===== src/rtl/bcd_counter_n.sv =====
// N-digit synchronous BCD up/down counter with validated parallel load, terminal-count pulse and sticky overflow.
// Define BCD_COUNTER_SAT_EN to saturate at all-9s / all-0s instead of wrapping.

module bcd_digit (
    input  logic [3:0] cur,
    input  logic       up,
    input  logic       step,
    output logic [3:0] nxt,
    output logic       term
);
    // Invalid digits (>9) count as 9 going up, so they wrap and carry.
    // Going down, they just decrement.
    always_comb begin
        term = up ? (cur >= 4'd9) : (cur == 4'd0);
        nxt  = cur;
        if (step) begin
            if (term)
                nxt = up ? 4'd0 : 4'd9;
            else
                nxt = up ? cur + 4'd1 : cur - 4'd1;
        end
    end
endmodule

module bcd_counter_n #(
    parameter int DIGITS     = 6,
    parameter bit LOAD_CHECK = 1'b1
) (
    input  logic                F_IN,
    input  logic                CLR,
    input  logic                ENA,
    input  logic                UP,
    input  logic                LOAD,
    input  logic [4*DIGITS-1:0] D,
    output logic [4*DIGITS-1:0] Q,
    output logic                TC,
    output logic                OVF,
    output logic                ERR
);
    localparam int W = 4 * DIGITS;

    logic [W-1:0]    q_nxt;
    logic [DIGITS-1:0] term;
    logic [DIGITS:0]   step;
    logic            wrap;
    logic            d_bad;
    logic            load_ok;

    genvar g;
    generate
        for (g = 0; g < DIGITS; g++) begin : g_dig
            bcd_digit u_dig (
                .cur  (Q[4*g +: 4]),
                .up   (UP),
                .step (step[g]),
                .nxt  (q_nxt[4*g +: 4]),
                .term (term[g])
            );
        end
    endgenerate

    // Digit k steps only when every lower digit sits at its terminal value.
    always_comb begin
        step[0] = 1'b1;
        for (int k = 1; k <= DIGITS; k++)
            step[k] = step[k-1] & term[k-1];
    end

    assign wrap = step[DIGITS];

    always_comb begin
        d_bad = 1'b0;
        for (int k = 0; k < DIGITS; k++)
            d_bad = d_bad | (D[4*k +: 4] > 4'd9);
    end

    assign load_ok = !LOAD_CHECK || !d_bad;

    always_ff @(posedge F_IN) begin
        if (CLR) begin
            Q   <= '0;
            TC  <= 1'b0;
            OVF <= 1'b0;
            ERR <= 1'b0;
        end else begin
            TC  <= 1'b0;
            ERR <= 1'b0;
            if (LOAD) begin
                if (load_ok)
                    Q <= D;
                else
                    ERR <= 1'b1;
            end else if (ENA) begin
`ifdef BCD_COUNTER_SAT_EN
                if (wrap)
                    OVF <= 1'b1;
                else
                    Q <= q_nxt;
`else
                Q <= q_nxt;
                if (wrap) begin
                    TC  <= 1'b1;
                    OVF <= 1'b1;
                end
`endif
            end
        end
    end
endmodule


===== config.mk =====
export PLATFORM = sky130hd
export DESIGN_NAME = bcd_counter_n
export DESIGN_NICKNAME = d
export VERILOG_FILES = /design/src/rtl/bcd_counter_n.sv
export SDC_FILE = /design/constraint.sdc
export NUM_CORES = 1
export LEC_CHECK = 0
export CAP_MARGIN = 10
export CORE_UTILIZATION = 65
export DETAILED_ROUTE_END_ITERATION = 8
export DONT_BUFFER_PORTS = 1
export MAX_ROUTING_LAYER = met4
export PLACE_DENSITY_LB_ADDON = 0.15
export SETUP_SLACK_MARGIN = 0.4
export SYNTH_ARGS = -nofsm -noshare
export SYNTH_HDL_FRONTEND = slang
export SYNTH_SLANG_ARGS = --single-unit

===== constraint.sdc =====
create_clock -name F_IN -period 6.47 [get_ports F_IN]
set_input_delay 1.294 -clock F_IN [delete_from_list [all_inputs] [get_ports F_IN]]
set_output_delay 1.294 -clock F_IN [all_outputs]
set_load 0.05 [all_outputs]

# Yosys cells after proc, flatten, opt, wreduce, memory -nomap -nowiden
# Index checks and enable logic that the tools add are counted.
# op_classes
add_sub_neg	12
mul	0
div	0
n_lt_le_gt_ge	12
eq_ne	1
shift	0
muxes	29
bitwise_logic	12
reduce_logical	21
# op_table
operator	count
24-bit two-way mux	3
4-bit two-way mux	18
4-bit by 1-bit adder with 4-bit output (second input constant)	6
4-bit greater-or-equal comparator (second input constant)	6
4-bit greater-than comparator (second input constant)	6
4-bit zero test	6
4-bit by 1-bit subtractor with 4-bit output (second input constant)	6
3-bit AND reduction	6
2-bit nonzero test	6
1-bit two-way mux	8
1-bit AND	5
1-bit OR	5
3-bit OR reduction	1
2-bit != test (second input constant)	1
1-bit inverter	2
2-bit AND reduction	1
2-bit OR reduction	1
# totals
ff_bits	27
latch_bits	0
ram_bits	0
romBits	0
input_bits	29
out_inout_bits	27
word_cells	96
mem_count	0

# Depth between registers and ports, before layout
# depth
word_depth	9
mapped_depth	9
ltp_nobuf	7

# Modules after synthesis
# Synthesis repeated with hierarchy kept, for this count alone.
# unflattened
hier_cells	286
area_unflattened_um2	2316.0
# by_module_without_submodules
mod	n_inst	cells_per_inst	area_per_inst_um2	seq_area_each_um2
bcd_counter_n	1	106	1124.8	540.5
bcd_digit (g_dig[0].u_dig ...)	4	30	196.4	0.0
bcd_digit (g_dig[5].u_dig)	1	30	207.7	0.0
bcd_digit (g_dig[3].u_dig)	1	30	197.7	0.0

# Worst setup path before layout
# OpenSTA, ideal clock, no wires.
# synth_path
path_kind	input to register
start	input port UP
end	register Q[15]
setup_time_ns	0.091
arrival_ns	3.230
required_ns	6.379
slack_ns	3.149
stages	9
path_buffers	2
cell_sequence	clkbuf_1 > buf_2 > inv_1 > ha_1 > a21oi_1 > a211o_1 > a21oi_1 > a311o_1 > a311oi_1
# synth_between
elab_chain_len	5
word_cells_on_any_way	14
classes_between	10 x mux; 2 x bitwise; 2 x reduce/logical
# synth_rtl
element	line_no	text
from (decl)	32	input logic UP,
1-bit two-way mux, or another cell as far along	14	term = up ? (cur >= 4'd9) : (cur == 4'd0);
1-bit AND or 4-bit two-way mux (tied branches)	66, 17	
1-bit AND or 4-bit two-way mux (tied branches)	66, 16	
2-bit nonzero test (no line) or 24-bit two-way mux (tied branches)	--	
3-bit AND reduction (no line) or 24-bit two-way mux (tied branches)	--	
to (signal assigned)	100	Q <= q_nxt;
to (decl)	35	output logic [4*DIGITS-1:0] Q,
# Parallel ways exist; a longest one is shown, timed or not. The select of a mux whose other input is x is not followed.
# A chain may end at the register's enable or synchronous reset.

# Worst setup path in the final report
# Ends and elaborated chain as after synthesis.

==> reports/qor.yml <==
pwr:
  internal_power_uw: 242
  combPwrFrac: 0.250
  seq_power_share: 0.555
  leakagePower_nw: 0.894
  switching_share: 0.379
  pwr-share-clk: 0.195
  p_total_uw: 389
  irDropWorstVdd_mv: 0.0876
  power_switching_uw: 148
  power_density_mw_per_mm2: 170
clock_tree:
  postCtsResizedCells: 0
  clk_latency_ns: 0.33
  cts_made_buffers: 3
  cts_max_path_buffers: 2
  cts_tree: "built"
  hold_buffers: 0
  h-tree-depth: 1
  post_cts_buffers: 0
  cts-root-buf: "clkbuf_4"
  clock-sinks: 27
  clkTransAtPathRegs_ns: 0.15
setup_path:
  worstPathMaxFanout: 42
  cp_num_buf_inv: 1
  cp_common_cell: "a21oi_1"
  start_kind: "input port"
  crit_path_cell_trace: "inv_1, ha_1, a21oi_1, a211o_1, a21oi_1, a311o_1, a311oi_1"
  path_class: "input port to flip-flop"
  max_stage_delay_ns: 0.36
  critPathCaptureType: "flip-flop"
  cp_slowest_cell: "ha_1"
  path_delay_family: "compound AO/OA/AOI/OAI gates"
  cp.arrival_ns: 3.11
  critPathRequiredTime_ns: 6.72
global_routing:
  grt_first_pass_wirelength_mm: 7.88
  track_usage: 0.292
  grt-ovfl-total: 0
  antenna_found_initial: 0
  first_global_vias: 1784
  grt_max_degree: 53
floorplan:
  rows: 21
  initial_core_util: 0.678
  chipWidth_um: 61.0
  die_h_um: 61.0
  io_pins: 56
  die_area_mm2: 0.00372
  core_area_mm2: 0.00334
synthesis:
  synth_edf_count: 0
  synth_xor_area_frac: 0.0232
  yosysMostFrequentCell: "nor2_1"
  ys_top_cells_by_area: "dfxtp_1, ha_1, nor2_1, nor3_1, fa_1"
  synthCells: 286
  ys_ff_latch: 27
  syn_nets: 333
  synth_compound_area_frac: 0.289
  ys_seq_area_frac: 0.239
  synth_ff_type: "dfxtp_1"
  synthArstFlopShare: 0
  syn_area_mm2: 0.00226
  synth_mux_area_frac: 0.0470
  post_synth_fa_ha_maj_area_fraction: 0.119
  synth.top_cell.area_share: 0.239
  synth.distinct_cells: 58
  synth_top_family_by_area: "compound AO/OA/AOI/OAI gates"
  synth_simple_gate_area_frac: 0.226
  synth_top_area_cell: "dfxtp_1"
  synthTopCellsByCount: "nor2_1, dfxtp_1, nor3_1"
  synth_warnings: 0
  syn_avg_cell_area_um2: 7.91
timing:
  fin_ws_ns: 3.60
  rsz0062_at_grt: "false"
  setup_viol: 0
  max_freq_ghz: 0.349
  tightest_slew_ns: 0.939
  finalHoldViolations: 0
  skew_ns: 0.00810
  fin_setup_tns_ns: 0
  period_minus_slack_ns: 2.87
  slew_violations: 0
  timing.final.crit_share: 0.443
  slew_headroom: 0.372
placed_design:
  dp_slack_ns: 3.29
  placed_cells: 316
  port_buffers: 0
  dpl.hpwl_mm: 3.78
  globalplace.congestion: 0.947
route:
  wire_per_inst_um: 16.8
  viasPerCell: 6.66
  drc: 0
  dr_total_vias: 2131
  dr.pass1.iters: 5
  ant_nets: 0
  first_iter_violations: 201
  routed_wl_mm: 5.37
worst_hold_path:
  holdCritPathClass: "flip-flop to flip-flop"
finish:
  drive_above_1_share: 0.0511
  insertedDiodeCount: 0
  utilization: 0.685
  syn_to_final_growth_pct: 0.995
  nets: 322
  final_cells: 320
  fillCellCount: 292
job:
  drv_cap: 0
status:
  status: "finished, final reports clean"
-- final cells by class --
cell class / count / area [um^2] / area share
Clock buffer: 4 / 26.3 / 0.0115
Tap cell: 46 / 57.6 / 0.0252
Inverter: 18 / 67.6 / 0.0296
Multi-Input combinational cell: 225 / 1590 / 0.697
Sequential cell: 27 / 541 / 0.236
-- final timing paths --
kind | start | endpoint | slack (ns) | cells past startpoint
max | UP | Q[15]$_SDFFE_PP0P_ | 3.60 | 7
min | OVF$_SDFFE_PP0P_ | OVF$_SDFFE_PP0P_ | 0.71 | 2
max reg2reg | Q[5]$_SDFFE_PP0P_ | Q[21]$_SDFFE_PP0P_ | 3.76 | 5
min reg2reg | OVF$_SDFFE_PP0P_ | OVF$_SDFFE_PP0P_ | 0.71 | 2
-- power by group through the flow --
stage / Combinational (mW) / Sequential, mW / Clock (mW)
3_5_place_dp: 0.0953 / 0.220 / 0
6_report: 0.0975 / 0.216 / 0.0760
2_1_floorplan: 0.0894 / 0.216 / 0
3_3_place_gp: 0.0928 / 0.220 / 0
4_1_cts: 0.0961 / 0.216 / 0.0783
5_1_grt: 0.109 / 0.218 / 0.0847
-- cells by family after synthesis --
kind of cell / Yosys count
compound gates: 89
xor+xnor: 6
fa+ha+maj: 18
buf+inv: 34
flops: 27
mux: 10
simple gates: 102
-- worst register-to-register path, cell delays in order (launching register included) --
cell,delay [ns]
dfxtp_1,0.54
nor3_1,0.68
mux2i_1,0.61
nor4_4,0.12
a21oi_2,0.30
mux2_1,0.37
-- registers in the layout (all words and copies together) (netlist names) --
| signal | cells |
|---|---|
| ERR | 1 |
| TC | 1 |
| Q | 24 |
| OVF | 1 |
-- through the flow --
| stage | hold slack, ns | area, um^2 |
|---|---|---|
| after floorplan | 0.664 | 2260 |
| after global placement | 0.666 | 2260 |
| after detailed placement | 0.687 | 2260 |
| after CTS | 0.708 | 2290 |
| after global routing | 0.726 | 2290 |
| final | 0.706 | 2290 |
-- placed cells by master (no fill, tap or decap), types with 3 or more instances in the layout --
master and n:
nor2_1 34, dfxtp_1 27, nor3_1 25, a21oi_1 21
inv_1 18, nand2_1 16, o21ai_0 13, ha_1 12
a211oi_1 11, a21o_1 7, xor2_1 6, fa_1 6
mux2i_1 5, nand3_1 5, or3_1 4, or4_1 3
mux2_1 3, a311oi_1 3, a222oi_1 3, a211o_1 3
clkbuf_4 3
-- metal layers --
metal  track usage  wire length, um
met2         0.482             2620
met4        0.0812               35
met5             -                0
met3        0.0420              280
met1         0.374             2430
No activity file was read; power rests on OpenSTA's default activity.
